## config.mk

```make
export PLATFORM = sky130hd
export DESIGN_NAME = rr_arbiter_8
export DESIGN_NICKNAME = d
export VERILOG_FILES = /design/src/rtl/rr_arbiter_8.sv
export SDC_FILE = /design/constraint.sdc
export NUM_CORES = 1
export LEC_CHECK = 0
export ABC_AREA = 1
export ABC_CLOCK_PERIOD_IN_PS = 5600
export CORE_MARGIN = 3
export CORE_UTILIZATION = 66
export CTS_BUF_LIST = sky130_fd_sc_hd__clkbuf_8 sky130_fd_sc_hd__clkbuf_16
export DETAILED_ROUTE_END_ITERATION = 16
export DONT_BUFFER_PORTS = 1
export GPL_TIMING_DRIVEN = 0
export PLACE_DENSITY = 0.82
export SLEW_MARGIN = 30
export SYNTH_ARGS = -nofsm -noshare
export SYNTH_HDL_FRONTEND = slang
export SYNTH_SLANG_ARGS = --single-unit
export TNS_END_PERCENT = 30
```

## constraint.sdc

```tcl
create_clock -name clk -period 5.6 [get_ports clk]
set_input_delay 0.84 -clock clk [delete_from_list [all_inputs] [get_ports clk]]
set_output_delay 0.84 -clock clk [all_outputs]
set_load 0.01 [all_outputs]
```

## src/rtl/rr_arbiter_8.sv

```systemverilog
// Eight-way round-robin arbiter with per-grant hold limit.
// Drives grant_sel/grant_valid straight into a 3-to-8 one-hot decoder.
module rr_arbiter_8 #(
  parameter int MAX_HOLD = 4
) (
  input  logic       clk,
  input  logic       rst_n,
  input  logic [7:0] req,
  input  logic       done,
  output logic [2:0] grant_sel,
  output logic       grant_valid,
  output logic       timeout
);

  localparam int CW = $clog2(MAX_HOLD + 1);
  localparam logic [CW-1:0] LIM = CW'(MAX_HOLD - 1);

  typedef enum logic {IDLE, GRANT} state_t;

  state_t        state, state_n;
  logic [2:0]    ptr, ptr_n;
  logic [2:0]    sel_n;
  logic [CW-1:0] cnt, cnt_n;
  logic          to_n;

  logic          idle_hit, rel_hit;
  logic [2:0]    idle_idx, rel_idx;
  logic [2:0]    rel_ptr;
  logic          rel, owner_req, at_lim;

  // First set bit of r scanning p, p+1, ... p+7 (mod 8).
  function automatic logic [3:0] pick(
    input logic [7:0] r,
    input logic [2:0] p
  );
    logic [2:0] idx;
    logic       hit;
    logic [2:0] res;
    hit = 1'b0;
    res = 3'd0;
    for (int i = 0; i < 8; i++) begin
      idx = p + 3'(i);
      if (!hit && r[idx]) begin
        hit = 1'b1;
        res = idx;
      end
    end
    return {hit, res};
  endfunction

  assign owner_req = req[grant_sel];
  assign at_lim    = (cnt == LIM);
  assign rel       = done | ~owner_req | at_lim;
  assign rel_ptr   = grant_sel + 3'd1;

  assign {idle_hit, idle_idx} = pick(req, ptr);
  assign {rel_hit, rel_idx}   = pick(req, rel_ptr);

  always_comb begin
    state_n = state;
    ptr_n   = ptr;
    sel_n   = grant_sel;
    cnt_n   = cnt;
    to_n    = 1'b0;
    unique case (state)
      IDLE: begin
        if (idle_hit) begin
          sel_n   = idle_idx;
          cnt_n   = '0;
          state_n = GRANT;
        end
      end
      GRANT: begin
        if (rel) begin
          ptr_n = rel_ptr;
          cnt_n = '0;
          // Only a pure hold-limit release is flagged.
          to_n  = at_lim & ~done & owner_req;
          if (rel_hit) begin
            sel_n = rel_idx;
          end else begin
            state_n = IDLE;
          end
        end else begin
          cnt_n = cnt + 1'b1;
        end
      end
      default: state_n = IDLE;
    endcase
  end

  always_ff @(posedge clk or negedge rst_n) begin
    if (!rst_n) begin
      state     <= IDLE;
      ptr       <= 3'd0;
      cnt       <= '0;
      grant_sel <= 3'd0;
      timeout   <= 1'b0;
    end else begin
      state     <= state_n;
      ptr       <= ptr_n;
      cnt       <= cnt_n;
      grant_sel <= sel_n;
      timeout   <= to_n;
    end
  end

  assign grant_valid = (state == GRANT);

endmodule

```

### Yosys cells after proc, flatten, opt, wreduce, memory -nomap -nowiden

Cells that the tools add are included.

| cells by class | value |
|---|---|
| add/subtract/negate cells | 16 |
| order comparisons | 17 |
| equality and inequality tests | 4 |
| mux-type cells | 79 |
| bitwise logic cells | 7 |
| reduce and logical (&&, ||, !) cells | 30 |

Operators with widths:

| kind | count |
|---|---|
| $lt 3x4->1 const B | 17 |
| $mux 3 | 21 |
| $bmux 1 s3 | 17 |
| $mux 1 | 38 |
| $add 3x3->3 const B | 8 |
| $logic_and 1x1->1 | 14 |
| $logic_not 1->1 | 14 |
| $add 3x1->3 const B | 4 |
| $add 3x2->3 const B | 4 |
| $pmux 3 s2 | 2 |
| $ne 2x1->1 const B | 2 |
| $eq 3x2->1 const B | 1 |
| $not 1->1 | 3 |
| $reduce_and 3->1 | 1 |
| $and 1x1->1 | 2 |
| $ne 2x2->1 const B | 1 |
| $or 1x1->1 | 2 |
| $pmux 1 s2 | 1 |
| $reduce_and 2->1 | 1 |

| word-level totals | value |
|---|---|
| register bits after elaboration | 11 |
| bits of input ports | 11 |
| output and inout bits | 5 |
| word-level logic and storage cells | 158 |

### Depth between registers and ports, before layout

Gate-level depths: netlist of run 1.

| depth | value |
|---|---|
| word-level depth | 28 |
| mapped depth | 20 |
| mapped depth without buffers | 20 |

### Worst setup path after synthesis of run 1

Ideal clock, no wire load.

| path | value |
|---|---|
| kind | reg2reg |
| start point | register grant_sel[0] |
| end point | register grant_sel[0] |
| library setup time | 0.065 ns |
| data arrival time | 2.301 ns |
| required time | 5.535 ns |
| path slack | 3.234 ns |
| cell stages (with the launch flop) | 17 |
| buffers on the path | 1 |
| clock period less this slack | 2.366 ns |
| cell sequence | dfrtp_1 inv_2 ha_1 buf_2 nand2_2 nand2_4 inv_4 nand2_1 nand3_1 nand2_1 nand4_4 nor2_4 nand3_2 nand2_1 a21oi_1 or2_1 nand2_1 |

| on the way | value |
|---|---|
| word-level cells in the longest chain between the ends | 28 |
| elaborated cells on any way between the ends | 65 |
| classes of those cells | add/sub (8); eq/ne (2); mux (37); bitwise (3); reduce/logical (15) |

Ends and longest elaborated chain:

| what | line | source |
|---|---|---|
| start, declared | 10 | `output logic [2:0] grant_sel,` |
| start signal, assigned | 103 | `grant_sel <= sel_n;` |
| $add 3x1->3 * | 54 | `assign rel_ptr = grant_sel + 3'd1;` |
| named net rel_ptr[0] | 28 | `logic [2:0] rel_ptr;` |
| branches (longest 27 deep; another with $add 3x1->3) | n/a |  |

Mark *: on every way through the listed nets, which the timed path passes. The select of a mux whose other input is x is not followed.
A chain may end at the register's enable or synchronous reset.

### Worst setup path in the final report of run 1

Same ends and word-level chain as after synthesis.

==> results_dict.tcl, run 1 <==
set metrics [dict create \
    fp.coreArea_um2 2880 \
    gpl.final_weighted_congestion 0.903 \
    timing.critical_path.slowest_stage_cell "dfrtp_1" \
    req_time_crit_path_ps 5790 \
    seq_area_frac_synth 0.133 \
    syn_inst 372 \
    die_area_um2 3840 \
    synth_area_per_cell_um2 5.56 \
    clock_insertion_delay_worst_skew_ps 250 \
    yosys.area_share.adder 0.0363 \
    timing.hold.worst.class "input pin to async pin" \
    path_buf_inv 3 \
    multiInputGateArea_um2 1540 \
    timing.max_cap.violations 0 \
    startpoint_type "flip-flop" \
    cell_family_with_the_largest_share_of_critical_path_delay "simple AND/OR/NAND/NOR gates" \
    grt_pass1_vias 2037 \
    worstPathCellList "inv_2 -> ha_1 -> buf_2 -> nand2_2 -> nand2_4 -> inv_4 -> nand2_1 -> nand3_1 -> nand2_1 -> nand4_4 -> nor2_4 -> nand3_2 -> nand2_1 -> a21oi_1 -> or2_1 -> nand2_1" \
    io_buffer_count 0 \
    syn_nets 389 \
    placement_rows 19 \
    finalSetupTns_ps 0 \
    maxSlewHeadroom 0.613 \
    synth_xor_area_frac 0.0296 \
    timing.final.max_slew_violations 0 \
    number_of_warnings_issued_by_yosys 0 \
    yosys_register_bits 11 \
    cts.hold.buffers_added 0 \
    post_synth_num_cell_types 36 \
    detail_route.vias_per_cell 5.58 \
    initial_core_util 0.719 \
    criticalPathCategory "flip-flop to flip-flop" \
    timing.critical_path.arrival_ps 3060 \
    maxClockFrequency_mhz 348 \
    share_of_the_cycle_needed_by_the_critical_path_after_routing 0.512 \
    floorplan.io_pins 16 \
    path_max_fanout 10 \
    hold_viol 0 \
    yosys.area_share.simple 0.595 \
    cts_buffer_depth 2 \
    endpoint_kind "flip-flop" \
    n_antenna_cell 0 \
    cts_made_buffers 3 \
    drt.antenna.violating_nets 0 \
    gr-usage-all-layers 0.302 \
    die_x_um 62.0 \
    ctsResizeCount 0 \
    worst_hold_margin_ps 282 \
    grt_start_max_net_pins 12 \
    worst_path_largest_cell_delay_ps 610 \
    global_route_wire_length_before_repair_mm 8.80 \
    root_buffer "clkbuf_8" \
    worst_clock_skew_ps 1.42 \
    post-cts-setup-buffers 0 \
    syn_area_um2 2070 \
    finish.instance_area_um2 2170 \
    hpwl_mm 4.16 \
    register_area_um2 275 \
    cts_htree_levels 1 \
    detail_route.wirelength_mm 5.22 \
    num_vias 2332 \
    critPathMostFrequentCell "nand2_1" \
    post_synth_mux_area_share 0.00484 \
    grt-ovfl-total 0 \
    avgRoutedWirePerCell_um 12.5 \
    drt_first_iter_violations 195 \
    cts.reportedPaths.clkPinSlew_ps 50 \
    tightestPinTransition_ps 577 \
    rsz0062_at_grt "no" \
    tritoncts "yes" \
    syn2layout_area_growth_pct 4.72 \
    antenna_found_initial 0 \
    synth_compound_area_frac 0.0798 \
    synth_top_family_by_area "simple AND/OR/NAND/NOR gates" \
    die-height_um 62.0 \
    final-setup-viol-count 0 \
    detailedRoute.firstPassIterationCount 4 \
    timing.final.crit_period_ps 2870 \
    tritoncts_num_sinks 11 \
    filler_cell_count 266 \
    drive_gt1_frac 0.130 \
    result_of_the_run "finished, final reports clean" \
    remaining_routing_drc_violations 0 \
    placement.cell_area_um2 2120 \
    fin_nets 394 \
]
==> layout make-up <==
class                      count  share of cell area
buffer                         7              0.0289
inverter                      49              0.0872
clock buffer                   3              0.0191
sequential                    11               0.127
tap                           42              0.0242
multi-input combinational    305               0.712
clock inverter                 1             0.00173
==> stage by stage <==
stage	instances	setup slack (ps)	util
5_1_grt	418	2380	0.753
6_report	418	2730	0.753
3_5_place_dp	414	2750	0.738
3_3_place_gp	414	2760	0.738
4_1_cts	418	2730	0.753
2_1_floorplan	372	3230	-
==> Yosys cell counts, drive strengths merged <==
master  number  area share
a21o         1      0.0036
a21oi        4       0.011
a31oi        3      0.0091
buf          7       0.030
dfrtp       11        0.13
ha           6       0.036
inv         49       0.091
mux2i        1      0.0048
nand2      154        0.31
nand3       59        0.15
nand4       10       0.041
nor2        37       0.078
nor3         3      0.0073
nor4         1      0.0030
o21ai       17       0.043
o21bai       1      0.0036
o22ai        3      0.0091
or2          1      0.0030
xnor2        2       0.012
xor2         2       0.018
==> cells in the final DEF (no fill, tap or decap), types with 6 or more instances in the layout <==
| cell | count |
|---|---|
| nand2_1 | 138 |
| dfrtp_1 | 11 |
| o21ai_0 | 13 |
| ha_1 | 6 |
| nand2_2 | 11 |
| nand3_1 | 55 |
| nand4_1 | 8 |
| nor2_1 | 32 |
| inv_2 | 6 |
| inv_1 | 42 |
==> flip-flops by register name (all words and copies together) (netlist names) <==
register	count
cnt	3
grant_sel	3
ptr	3
grant_valid	1
timeout	1
==> worst paths after layout <==
| check | start | to | slack (ps) | cells past startpoint |
|---|---|---|---|---|
| hold reg to reg | cnt[0] | cnt[0] | 480 | 1 |
| max in group asynchronous | rst_n | ptr[0] | 5250 | 0 |
| setup reg to reg | grant_sel[0] | grant_sel[0] | 2730 | 16 |
| min in group clk | cnt[0] | cnt[0] | 480 | 1 |
| setup / recovery | grant_sel[0] | grant_sel[0] | 2730 | 16 |
| hold / removal | rst_n | grant_valid | 280 | 0 |
==> layer usage <==
| metal | vias to the layer above | track usage | part of all wire |
|---|---|---|---|
| met3 | 7 | 0.0517 | 0.056 |
| met5 | - | 0 | 0 |
| met4 | 0 | 0.0485 | 0.012 |
| li1 | 1199 | - | - |
| met2 | 61 | 0.555 | 0.50 |
| met1 | 1065 | 0.371 | 0.43 |
==> kinds of logic (layout without fill, tap and decap cells) <==
| group | after synthesis | count (layout) |
|---|---|---|
| multiplexers | 1 | 1 |
| AO/OA/AOI/OAI | 29 | 29 |
| XOR/XNOR | 4 | 4 |
| adder cells (fa/ha/maj) | 6 | 6 |
| buffers and inverters | 56 | 60 |
| AND/OR/NAND/NOR | 265 | 265 |
| flip-flops | 11 | 11 |
Power of run 1 is left out: the tool's default activity adds up to more than one toggle a clock period on the data nets, which glitch-free logic cannot reach.
==> inputs of run 2 (changes only) <==
--- a/config.mk
+++ b/config.mk
@@ -6,14 +6,14 @@
 export NUM_CORES = 1
 export LEC_CHECK = 0
 export ABC_AREA = 1
-export ABC_CLOCK_PERIOD_IN_PS = 5600
+export ABC_CLOCK_PERIOD_IN_PS = 2800
 export CORE_MARGIN = 3
-export CORE_UTILIZATION = 66
+export CORE_UTILIZATION = 65
 export CTS_BUF_LIST = sky130_fd_sc_hd__clkbuf_8 sky130_fd_sc_hd__clkbuf_16
 export DETAILED_ROUTE_END_ITERATION = 16
 export DONT_BUFFER_PORTS = 1
 export GPL_TIMING_DRIVEN = 0
-export PLACE_DENSITY = 0.82
+export PLACE_DENSITY = 0.81
 export SLEW_MARGIN = 30
 export SYNTH_ARGS = -nofsm -noshare
 export SYNTH_HDL_FRONTEND = slang
==> constraint.sdc (replaced) <==
create_clock -name clk -period 2.8 [get_ports clk]
set_input_delay 0.42 -clock clk [delete_from_list [all_inputs] [get_ports clk]]
set_output_delay 0.42 -clock clk [all_outputs]
set_load 0.01 [all_outputs]
==> results_dict.tcl, run 2 (same netlist as run 1, synthesis figures left out) <==
set metrics [dict create \
    detailedRoute.firstPassIterationCount 5 \
    req_time_crit_path_ps 2970 \
    drt.antenna.violating_nets 0 \
    antenna_found_initial 0 \
    io_buffer_count 0 \
    drt_first_iter_violations 182 \
    drive_gt1_frac 0.164 \
    num_vias 2354 \
    cts_buffer_depth 2 \
    grt_start_max_net_pins 12 \
    initial_core_util 0.714 \
    tightestPinTransition_ps 613 \
    detail_route.vias_per_cell 5.51 \
    worst_clock_skew_ps 6.11 \
    maxSlewHeadroom 0.590 \
    placement_rows 19 \
    fp.coreArea_um2 2900 \
    detail_route.wirelength_mm 5.28 \
    root_buffer "clkbuf_8" \
    path_max_fanout 10 \
    global_route_wire_length_before_repair_mm 8.61 \
    remaining_routing_drc_violations 0 \
    gpl.final_weighted_congestion 0.942 \
    detailedPlace.worstSlack_ps 2.64 \
    syn2layout_area_growth_pct 10.7 \
    placement.cell_area_um2 2120 \
    tritoncts "yes" \
    largest_registers "cnt (3), grant_sel (3), ptr (3)" \
    result_of_the_run "finished, final reports clean" \
    timing.max_cap.violations 0 \
    hold_viol 0 \
    floorplan.io_pins 16 \
    final-setup-viol-count 0 \
    die_x_um 62.4 \
    worst_hold_margin_ps 243 \
    die-height_um 62.4 \
    timing.critical_path.arrival_ps 2860 \
    timing.final.crit_period_ps 2690 \
    avgRoutedWirePerCell_um 12.4 \
    criticalPathCategory "flip-flop to flip-flop" \
    maxClockFrequency_mhz 372 \
    cts.reportedPaths.clkPinSlew_ps 50 \
    grt-ovfl-total 0 \
    timing.final.max_slew_violations 0 \
    endpoint_kind "flip-flop" \
    final.setup.worst_slack_ps 112 \
    n_antenna_cell 0 \
    grt_pass1_vias 1948 \
    cts_made_buffers 3 \
    timing.hold.worst.class "input pin to flip-flop" \
    startpoint_type "flip-flop" \
    clock_insertion_delay_worst_skew_ps 240 \
    gr-usage-all-layers 0.265 \
    tritoncts_num_sinks 11 \
    finish.instance_area_um2 2290 \
    share_of_the_cycle_needed_by_the_critical_path_after_routing 0.960 \
    fin_nets 403 \
    die_area_um2 3900 \
    hpwl_mm 4.07 \
    cts_htree_levels 1 \
    layout_commonest_cell "nand2_1" \
    commonest_non_fill_non_tap_cells_in_the_layout "nand2_1, nand3_1, inv_1, nor2_1, o21ai_0" \
]
[run 2: area by class of cell]
cell class	count	area, um^2
Sequential cell	11	277
Timing Repair Buffer	9	70.1
Clock buffer	3	41.3
Clock inverter	1	3.75
Fill cell	257	609
Inverter	49	196
Tap cell	42	52.6
Buffer	7	67.6
Multi-Input combinational cell	305	1580
[run 2: worst max-delay path, cell delays in order, from the launching register on]
cell and delay (ps):
dfrtp_1 400, buf_6 160, inv_2 120, ha_2 350, inv_2 150, nand3_1 90
nand2_1 110, nor2_1 70, nor2_2 220, nand4_4 160, nor2_4 190, nand3_2 100
o21ai_2 130, a21oi_1 70, or2_1 220, nand2_1 50
[run 2: path summary, 6_finish.rpt]
path | start | endpoint | slack (ps) | cells past startpoint
worst max register to register | ptr[1] | grant_sel[0] | 110 | 15
min in group asynchronous | rst_n | grant_valid | 580 | 1
worst min-delay path | done | timeout | 240 | 1
worst max-delay path | ptr[1] | grant_sel[0] | 110 | 15
max in group asynchronous | rst_n | grant_sel[0] | 1860 | 1
worst min register to register | cnt[0] | cnt[0] | 490 | 1
[run 2: per-layer routing]
layer / share of wire / global-route usage
met5: 0 / 0
met4: 0.017 / 0.0606
met3: 0.073 / 0.0306
met2: 0.44 / 0.402
met1: 0.47 / 0.398
[run 2: what timing repair did]
item	CTS	global route
setup buffers	0	8
gates resized for setup	1	14
pin swaps	0	4
endpoints found under the setup margin	1	3
hold endpoints to repair	11	0
hold buffers	1	0
[run 2: per-stage QoR]
step                setup TNS [ps]  utilization  cells
global route                 -86.3        0.790    427
global placement                 0        0.732    414
floorplan                        0            -    372
CTS                              0        0.751    419
finish                           0        0.790    427
detailed placement               0        0.732    414
Power of run 2 is left out for the same reason.
